## config.mk

```make
export PLATFORM = sky130hd
export DESIGN_NAME = spi_cfg_master
export DESIGN_NICKNAME = d
export VERILOG_FILES = /design/src/rtl/spi_cfg_master.sv
export SDC_FILE = /design/constraint.sdc
export NUM_CORES = 1
export LEC_CHECK = 0
export ABC_AREA = 1
export CAP_MARGIN = 20
export CELL_PAD_IN_SITES_DETAIL_PLACEMENT = 1
export CELL_PAD_IN_SITES_GLOBAL_PLACEMENT = 1
export CORE_AREA = 3 3 91 93
export DETAILED_ROUTE_END_ITERATION = 7
export DIE_AREA = 0 0 94 96
export MAX_ROUTING_LAYER = met4
export PLACE_DENSITY_LB_ADDON = 0.1
export REMOVE_ABC_BUFFERS = 1
export SYNTH_ARGS = -nofsm -noshare
export SYNTH_HDL_FRONTEND = slang
export SYNTH_SLANG_ARGS = --single-unit
```

## constraint.sdc

```tcl
create_clock -name clk -period 5 [get_ports clk]
set_clock_uncertainty 0.15 [all_clocks]
set_input_delay 1 -clock clk [delete_from_list [all_inputs] [get_ports clk]]
set_output_delay 1 -clock clk [all_outputs]
set_load 0.01 [all_outputs]
```

## src/rtl/spi_cfg_master.sv

```systemverilog
// spi_cfg_master: host-side SPI master for the chip's configuration register bank.
// Each accepted command becomes one 16-bit frame {rw, addr[6:0], data[7:0]}, MSB first.
// Illegal addresses are answered with an error response and never reach the pads.
module spi_cfg_master #(
   parameter int CLK_DIV     = 4,
   parameter int CS_GAP      = 4,
   parameter int NUM_WR_REGS = 11
) (
   input  logic       clk,
   input  logic       rst,
   input  logic       cmd_valid,
   output logic       cmd_ready,
   input  logic       cmd_rw,
   input  logic [6:0] cmd_addr,
   input  logic [7:0] cmd_wdata,
   output logic       rsp_valid,
   output logic [7:0] rsp_rdata,
   output logic       rsp_err,
   output logic       busy,
   output logic       spi_clk,
   output logic       cs,
   output logic       pico_spi,
   input  logic       poci_spi
);

   localparam logic [2:0] S_IDLE  = 3'd0;
   localparam logic [2:0] S_CHECK = 3'd1;
   localparam logic [2:0] S_SETUP = 3'd2;
   localparam logic [2:0] S_SHIFT = 3'd3;
   localparam logic [2:0] S_HOLD  = 3'd4;
   localparam logic [2:0] S_GAP   = 3'd5;
   localparam logic [2:0] S_RESP  = 3'd6;

   // Counters count down to zero, so they load with "cycles - 1" on state entry.
   localparam logic [7:0] DIV_LOAD = 8'(CLK_DIV - 1);
   localparam logic [7:0] GAP_LOAD = 8'(CS_GAP - 1);
   localparam logic [6:0] MAX_ADDR = 7'(NUM_WR_REGS);

   logic [2:0]  state_q, state_d;
   logic [15:0] shreg_q, shreg_d;
   logic [7:0]  rdata_q, rdata_d;
   logic        rw_q, rw_d;
   logic [7:0]  div_q, div_d;
   logic [3:0]  bit_q, bit_d;
   logic [7:0]  gap_q, gap_d;
   logic        cs_q, cs_d;
   logic        sclk_q, sclk_d;
   logic        pico_q, pico_d;
   logic [7:0]  rsp_rdata_q, rsp_rdata_d;
   logic        rsp_err_q, rsp_err_d;

   // Next-state logic: frame sequencing, serial clock generation and shift/capture.
   always_comb begin
      state_d     = state_q;
      shreg_d     = shreg_q;
      rdata_d     = rdata_q;
      rw_d        = rw_q;
      div_d       = div_q;
      bit_d       = bit_q;
      gap_d       = gap_q;
      cs_d        = cs_q;
      sclk_d      = sclk_q;
      pico_d      = pico_q;
      rsp_rdata_d = rsp_rdata_q;
      rsp_err_d   = rsp_err_q;

      case (state_q)
         S_IDLE: begin
            if (cmd_valid && cmd_ready) begin
               shreg_d = {cmd_rw, cmd_addr, (cmd_rw ? cmd_wdata : 8'h00)};
               rw_d    = cmd_rw;
               rdata_d = 8'h00;
               state_d = S_CHECK;
            end
         end

         S_CHECK: begin
            if ((shreg_q[14:8] == 7'd0) || (shreg_q[14:8] > MAX_ADDR)) begin
               rsp_err_d   = 1'b1;
               rsp_rdata_d = 8'h00;
               state_d     = S_RESP;
            end else begin
               cs_d    = 1'b1;
               sclk_d  = 1'b0;
               pico_d  = shreg_q[15];
               div_d   = DIV_LOAD;
               state_d = S_SETUP;
            end
         end

         S_SETUP: begin
            if (div_q == 8'd0) begin
               sclk_d  = 1'b1;
               bit_d   = 4'd0;
               div_d   = DIV_LOAD;
               state_d = S_SHIFT;
            end else begin
               div_d = div_q - 8'd1;
            end
         end

         S_SHIFT: begin
            if (div_q != 8'd0) begin
               div_d = div_q - 8'd1;
            end else if (sclk_q) begin
               sclk_d  = 1'b0;
               shreg_d = {shreg_q[14:0], 1'b0};
               pico_d  = shreg_q[14];
               div_d   = DIV_LOAD;
               if (bit_q[3]) begin
                  rdata_d = {rdata_q[6:0], poci_spi};
               end
            end else if (bit_q == 4'd15) begin
               div_d   = DIV_LOAD;
               state_d = S_HOLD;
            end else begin
               bit_d  = bit_q + 4'd1;
               sclk_d = 1'b1;
               div_d  = DIV_LOAD;
            end
         end

         S_HOLD: begin
            if (div_q == 8'd0) begin
               cs_d    = 1'b0;
               pico_d  = 1'b0;
               gap_d   = GAP_LOAD;
               state_d = S_GAP;
            end else begin
               div_d = div_q - 8'd1;
            end
         end

         S_GAP: begin
            if (gap_q == 8'd0) begin
               rsp_err_d   = 1'b0;
               rsp_rdata_d = rw_q ? 8'h00 : rdata_q;
               state_d     = S_RESP;
            end else begin
               gap_d = gap_q - 8'd1;
            end
         end

         S_RESP: begin
            state_d = S_IDLE;
         end

         default: begin
            state_d = S_IDLE;
         end
      endcase
   end

   // State registers; reset drops cs and spi_clk at once, aborting any frame in flight.
   always_ff @(posedge clk or posedge rst) begin
      if (rst) begin
         state_q     <= S_IDLE;
         shreg_q     <= 16'h0000;
         rdata_q     <= 8'h00;
         rw_q        <= 1'b0;
         div_q       <= 8'd0;
         bit_q       <= 4'd0;
         gap_q       <= 8'd0;
         cs_q        <= 1'b0;
         sclk_q      <= 1'b0;
         pico_q      <= 1'b0;
         rsp_rdata_q <= 8'h00;
         rsp_err_q   <= 1'b0;
      end else begin
         state_q     <= state_d;
         shreg_q     <= shreg_d;
         rdata_q     <= rdata_d;
         rw_q        <= rw_d;
         div_q       <= div_d;
         bit_q       <= bit_d;
         gap_q       <= gap_d;
         cs_q        <= cs_d;
         sclk_q      <= sclk_d;
         pico_q      <= pico_d;
         rsp_rdata_q <= rsp_rdata_d;
         rsp_err_q   <= rsp_err_d;
      end
   end

   assign cmd_ready = (state_q == S_IDLE) && !rst;
   assign busy      = (state_q != S_IDLE);
   assign rsp_valid = (state_q == S_RESP);
   assign rsp_rdata = rsp_rdata_q;
   assign rsp_err   = rsp_err_q;
   assign spi_clk   = sclk_q;
   assign cs        = cs_q;
   assign pico_spi  = pico_q;

endmodule

```

==> After elaboration in Yosys (flattened, before gate mapping) <==
Cells that the tools add are included.
W data, S select, Z words.
{ "totals": {"elab_cells": 118, "inputBits": 20, "register_bits": 60, "output_inout_bits": 15} }
{ "classes": {"order_cmp": 1, "n_reduce_logical": 29, "n_eq_ne": 21, "n_mux": 52, "n_addsub": 3} }
{ "ops": {"columns": ["cell", "n"], "rows": [
  ["$mux W8", 14],
  ["$mux W16", 3],
  ["$pmux W8 S2", 3],
  ["$pmux W16 S2", 1],
  ["$pmux W8 S4", 1],
  ["$ne A2 B2 Y1 const B", 14],
  ["$mux W3", 8],
  ["$pmux W3 S6", 1],
  ["$logic_not A8 Y1", 2],
  ["$mux W4", 4],
  ["$sub A8 B1 Y8 const B", 2],
  ["$reduce_and A5 Y1", 3],
  ["$mux W1", 12],
  ["$reduce_and A3 Y1", 4],
  ["$reduce_bool A2 Y1", 5],
  ["$eq A3 B3 Y1 const B", 3],
  ["$reduce_bool A3 Y1", 3],
  ["$pmux W4 S2", 1],
  ["$reduce_and A4 Y1", 2],
  ["$reduce_bool A8 Y1", 1],
  ["$gt A7 B4 Y1 const B", 1],
  ["$logic_not A7 Y1", 1],
  ["$reduce_and A7 Y1", 1],
  ["$eq A3 B2 Y1 const B", 2],
  ["other kinds (11)", 14]
]} }

==> Depth between registers and ports, before layout <==
{ "logic_depth": {"depth_word": 5, "mapped_depth": 10, "mapped_depth_nobuf": 9} }

==> Least setup slack after synthesis <==
Ideal clock, no wire load.
{ "synth_timing": {"kind": "input to register", "start": "in rst", "end": "reg shreg_q[10]", "n_path_buf": 1, "arrival_ns": 2.942, "setup_time_ns": 0.119, "setup_slack_ns": 1.790, "stages": 7, "required_ns": 4.731, "path_cell_list": "inv_1 a21oi_4 inv_1 nand3_4 buf_6 nand2_1 o21ai_2"} }
{ "synth_between": {"elab_chain_cells": 5} }
{ "synth_rtl": {"columns": ["item", "line", "text"], "rows": [
  ["from (decl)", "10", "input logic rst,"],
  ["$logic_not A1 Y1", "185", "assign cmd_ready = (state_q == S_IDLE) && !rst;"],
  ["$logic_and A1 B1 Y1", "185", null],
  ["$logic_and A1 B1 Y1", "69", "if (cmd_valid && cmd_ready) begin"],
  ["$ne A2 B2 Y1 (no source line)", null, null],
  ["$reduce_and A4 Y1 (no source line)", null, null],
  ["to (signal assigned)", "171", "shreg_q <= shreg_d;"],
  ["to (decl)", "40", "logic [15:0] shreg_q, shreg_d;"]
]} }
No other way between the ends.
A chain may end at the register's enable or synchronous reset.

==> Worst setup path in the final report <==
{ "layout_timing": {"start": "in rst", "end": "out cmd_ready"} }
{ "layout_between": {"elab_chain_cells": 2} }
{ "layout_rtl": {"columns": ["item", "line", "text"], "rows": [
  ["$logic_not A1 Y1", "185", null],
  ["$logic_and A1 B1 Y1", "185", null],
  ["to (decl)", "12", "output logic cmd_ready,"]
]} }
No other way between the ends.

==> metrics.yaml <==
outcome:
  outcome: "complete, no violations"
flow_run:
  drv_cap: 0
global_routing:
  grt_overflow: 0
  grt_pass1_vias: 2987
  grt_pass1_wl_um: 14000
  grt.total_usage: 0.202
  antenna_found_initial: 0
  grt_max_degree: 61
sta:
  rsz0062_at_grt: "no"
  tightest_slew_ns: 0.772
  finalSetupTns_ns: 0
  fin_crit_sh: 0.664
  setup-violations-final: 0
  hold_ws_ns: 0.326
  fmax_mhz: 301
  slew_violations: 0
  post-route-min-period_ns: 3.32
  maxSlewHeadroom: 0.485
  hold_violations: 0
clock_tree:
  cts_max_path_buffers: 2
  cts_made_buffers: 9
  path_clk_slew_ns: 0.07
  cts_tree: "built"
  worstSkewPairLatency_ns: 0.34
  cts-root-buf: "clkbuf_8"
  cts.htree.levels: 3
  hold_buffers: 0
  cts_sinks: 60
  cts_setup_buffers: 0
  cts_resized: 0
floorplan:
  rows: 32
  chipHeight_um: 96
  initial_core_util: 0.447
  core_area_um2: 7610
  die_w_um: 94
  io_pins: 35
  die-area_um2: 9020
hold_path:
  hp-class: "reg -> reg"
  min-delay-start: "cs"
place:
  globalplace.congestion: 0.847
  hpwlAfterDp_um: 5810
  portBuffers: 34
worst_setup_path:
  setup.worst_path.class: "in -> out"
  cp-end-kind: "output port"
  worst-path-max-fanout: 3
  r2r_start: "state_q[2]"
  cp.arrival_ns: 2.17
  required_ns: 3.85
  startpoint: "rst"
  cp-start-kind: "primary input"
drt:
  drt-vias-per-instance: 5.14
  wl_per_cell_um: 13.8
  drt-total-wl_um: 8040
  drt_iter0_drc: 115
  vias: 3004
  ant_nets: 0
  firstDrtPassIters: 4
  drc: 0
yosys:
  ys_ff_latch: 60
  yosysWarnings: 0
  yosysSeqAreaShare: 0.441
  netlist_area_um2: 3400
  synth_cell_types: 31
  synth_area_per_cell_um2: 7.71
  syn_inst: 441
layout:
  num-nets-final: 503
  diodes: 0
  layout_common_cells: "149 x nand2_1, 60 x dfrtp_1, 40 x nand3_1"
  nFillCells: 948
  area_growth_pct: 17.4
  drive_above_1_share: 0.114
  layout_commonest_cell: "nand2_1"
power_and_ir_drop:
  ir_worst_vdd_mv: 0.216
  powerDensity_nw_per_um2: 578
  p_leak_uw: 0.00209
## layer usage
metal,track usage,part of all wire
met1,0.247,0.47
met2,0.337,0.49
met3,0.0321,0.023
met4,0.0782,0.017
met5,-,0
## layout make-up
class	count	area, um2	share of cell area
Sequential cell	60	1500	0.376
Clock buffer	12	165	0.0413
Tap cell	102	128	0.0319
Timing Repair Buffer	35	348	0.0871
Clock inverter	3	21.3	0.00532
Inverter	47	181	0.0454
Multi-Input combinational cell	325	1650	0.413
## logic make-up (layout without fill, tap and decap cells)
logic type,count (synthesis),after routing,synth area share
multiplexers,5,5,0.0147
buffers and inverters,56,97,0.0736
flip-flops,60,60,0.441
adder cells (fa/ha/maj),5,5,0.0184
AO/OA/AOI/OAI,47,47,0.0817
AND/OR/NAND/NOR,261,261,0.352
XOR/XNOR,7,7,0.0180
## stage by stage
stage | setup WS (ns) | util | area [um2] | total power, uW | cells
5_1_grt | 1.60 | 0.525 | 4000 | 2550 | 584
3_5_place_dp | 1.68 | 0.501 | 3810 | 1920 | 569
4_1_cts | 1.67 | 0.525 | 4000 | 2340 | 584
2_1_floorplan | 1.69 | - | 3330 | 1590 | 432
3_3_place_gp | 1.70 | 0.501 | 3810 | 1870 | 569
6_report | 1.68 | 0.525 | 4000 | 2310 | 584
## power breakdown
part / total [uW] / internal [uW] / switching (uW)
clock network: 412 / 218 / 194
registers: 772 / 637 / 136
logic: 1130 / 385 / 742
## cell usage after synthesis
cell type,count,area (um2)
nand2_1,149,559
dfrtp_1,60,1500
nand3_1,40,200
inv_1,39,146
nor2_1,33,124
o21ai_0,16,80.1
o21ai_1,16,80.1
nand4_1,12,75.1
nand2_2,10,62.6
xor2_1,7,61.3
a21oi_1,6,30.0
inv_2,6,22.5
ha_1,5,62.6
mux2i_1,5,50.1
nor2_2,5,31.3
buf_2,4,20.0
buf_6,3,33.8
nand2_4,3,33.8
nor2_4,3,33.8
o21ai_2,3,26.3
a21oi_4,2,32.5
buf_4,2,15.0
inv_4,2,12.5
nand3_4,2,35.0
o21a_1,2,15.0
a21o_1,1,7.51
a31oi_1,1,6.26
and3_1,1,6.26
nand4_2,1,12.5
nor2_8,1,20.0
nor3_1,1,5.00
## registers in the layout, summed over array words and instances (netlist names)
signal,cells
rsp_err,1
spi_clk,1
state_q,3
rw_q,1
pico_spi,1
gap_q,8
bit_q,4
rsp_rdata,8
cs,1
shreg_q,16
div_q,8
rdata_q,8
## worst max-delay path: stages
cell	delay [ns]
clkdlybuf4s50_1	0.44
nor2_1	0.17
clkdlybuf4s50_1	0.56
## path summary, 6_finish.rpt
path / cells past startpoint / to / slack (ns)
hold / removal: 2 / cs / 0.33
min in group asynchronous: 3 / shreg_q[8] / 1.14
max in group asynchronous: 3 / div_q[1] / 3.05
setup reg to reg: 8 / rdata_q[1] / 2.81
setup / recovery: 3 / cmd_ready / 1.68
hold reg to reg: 2 / cs / 0.33
Power figures use the tool's default switching activity.
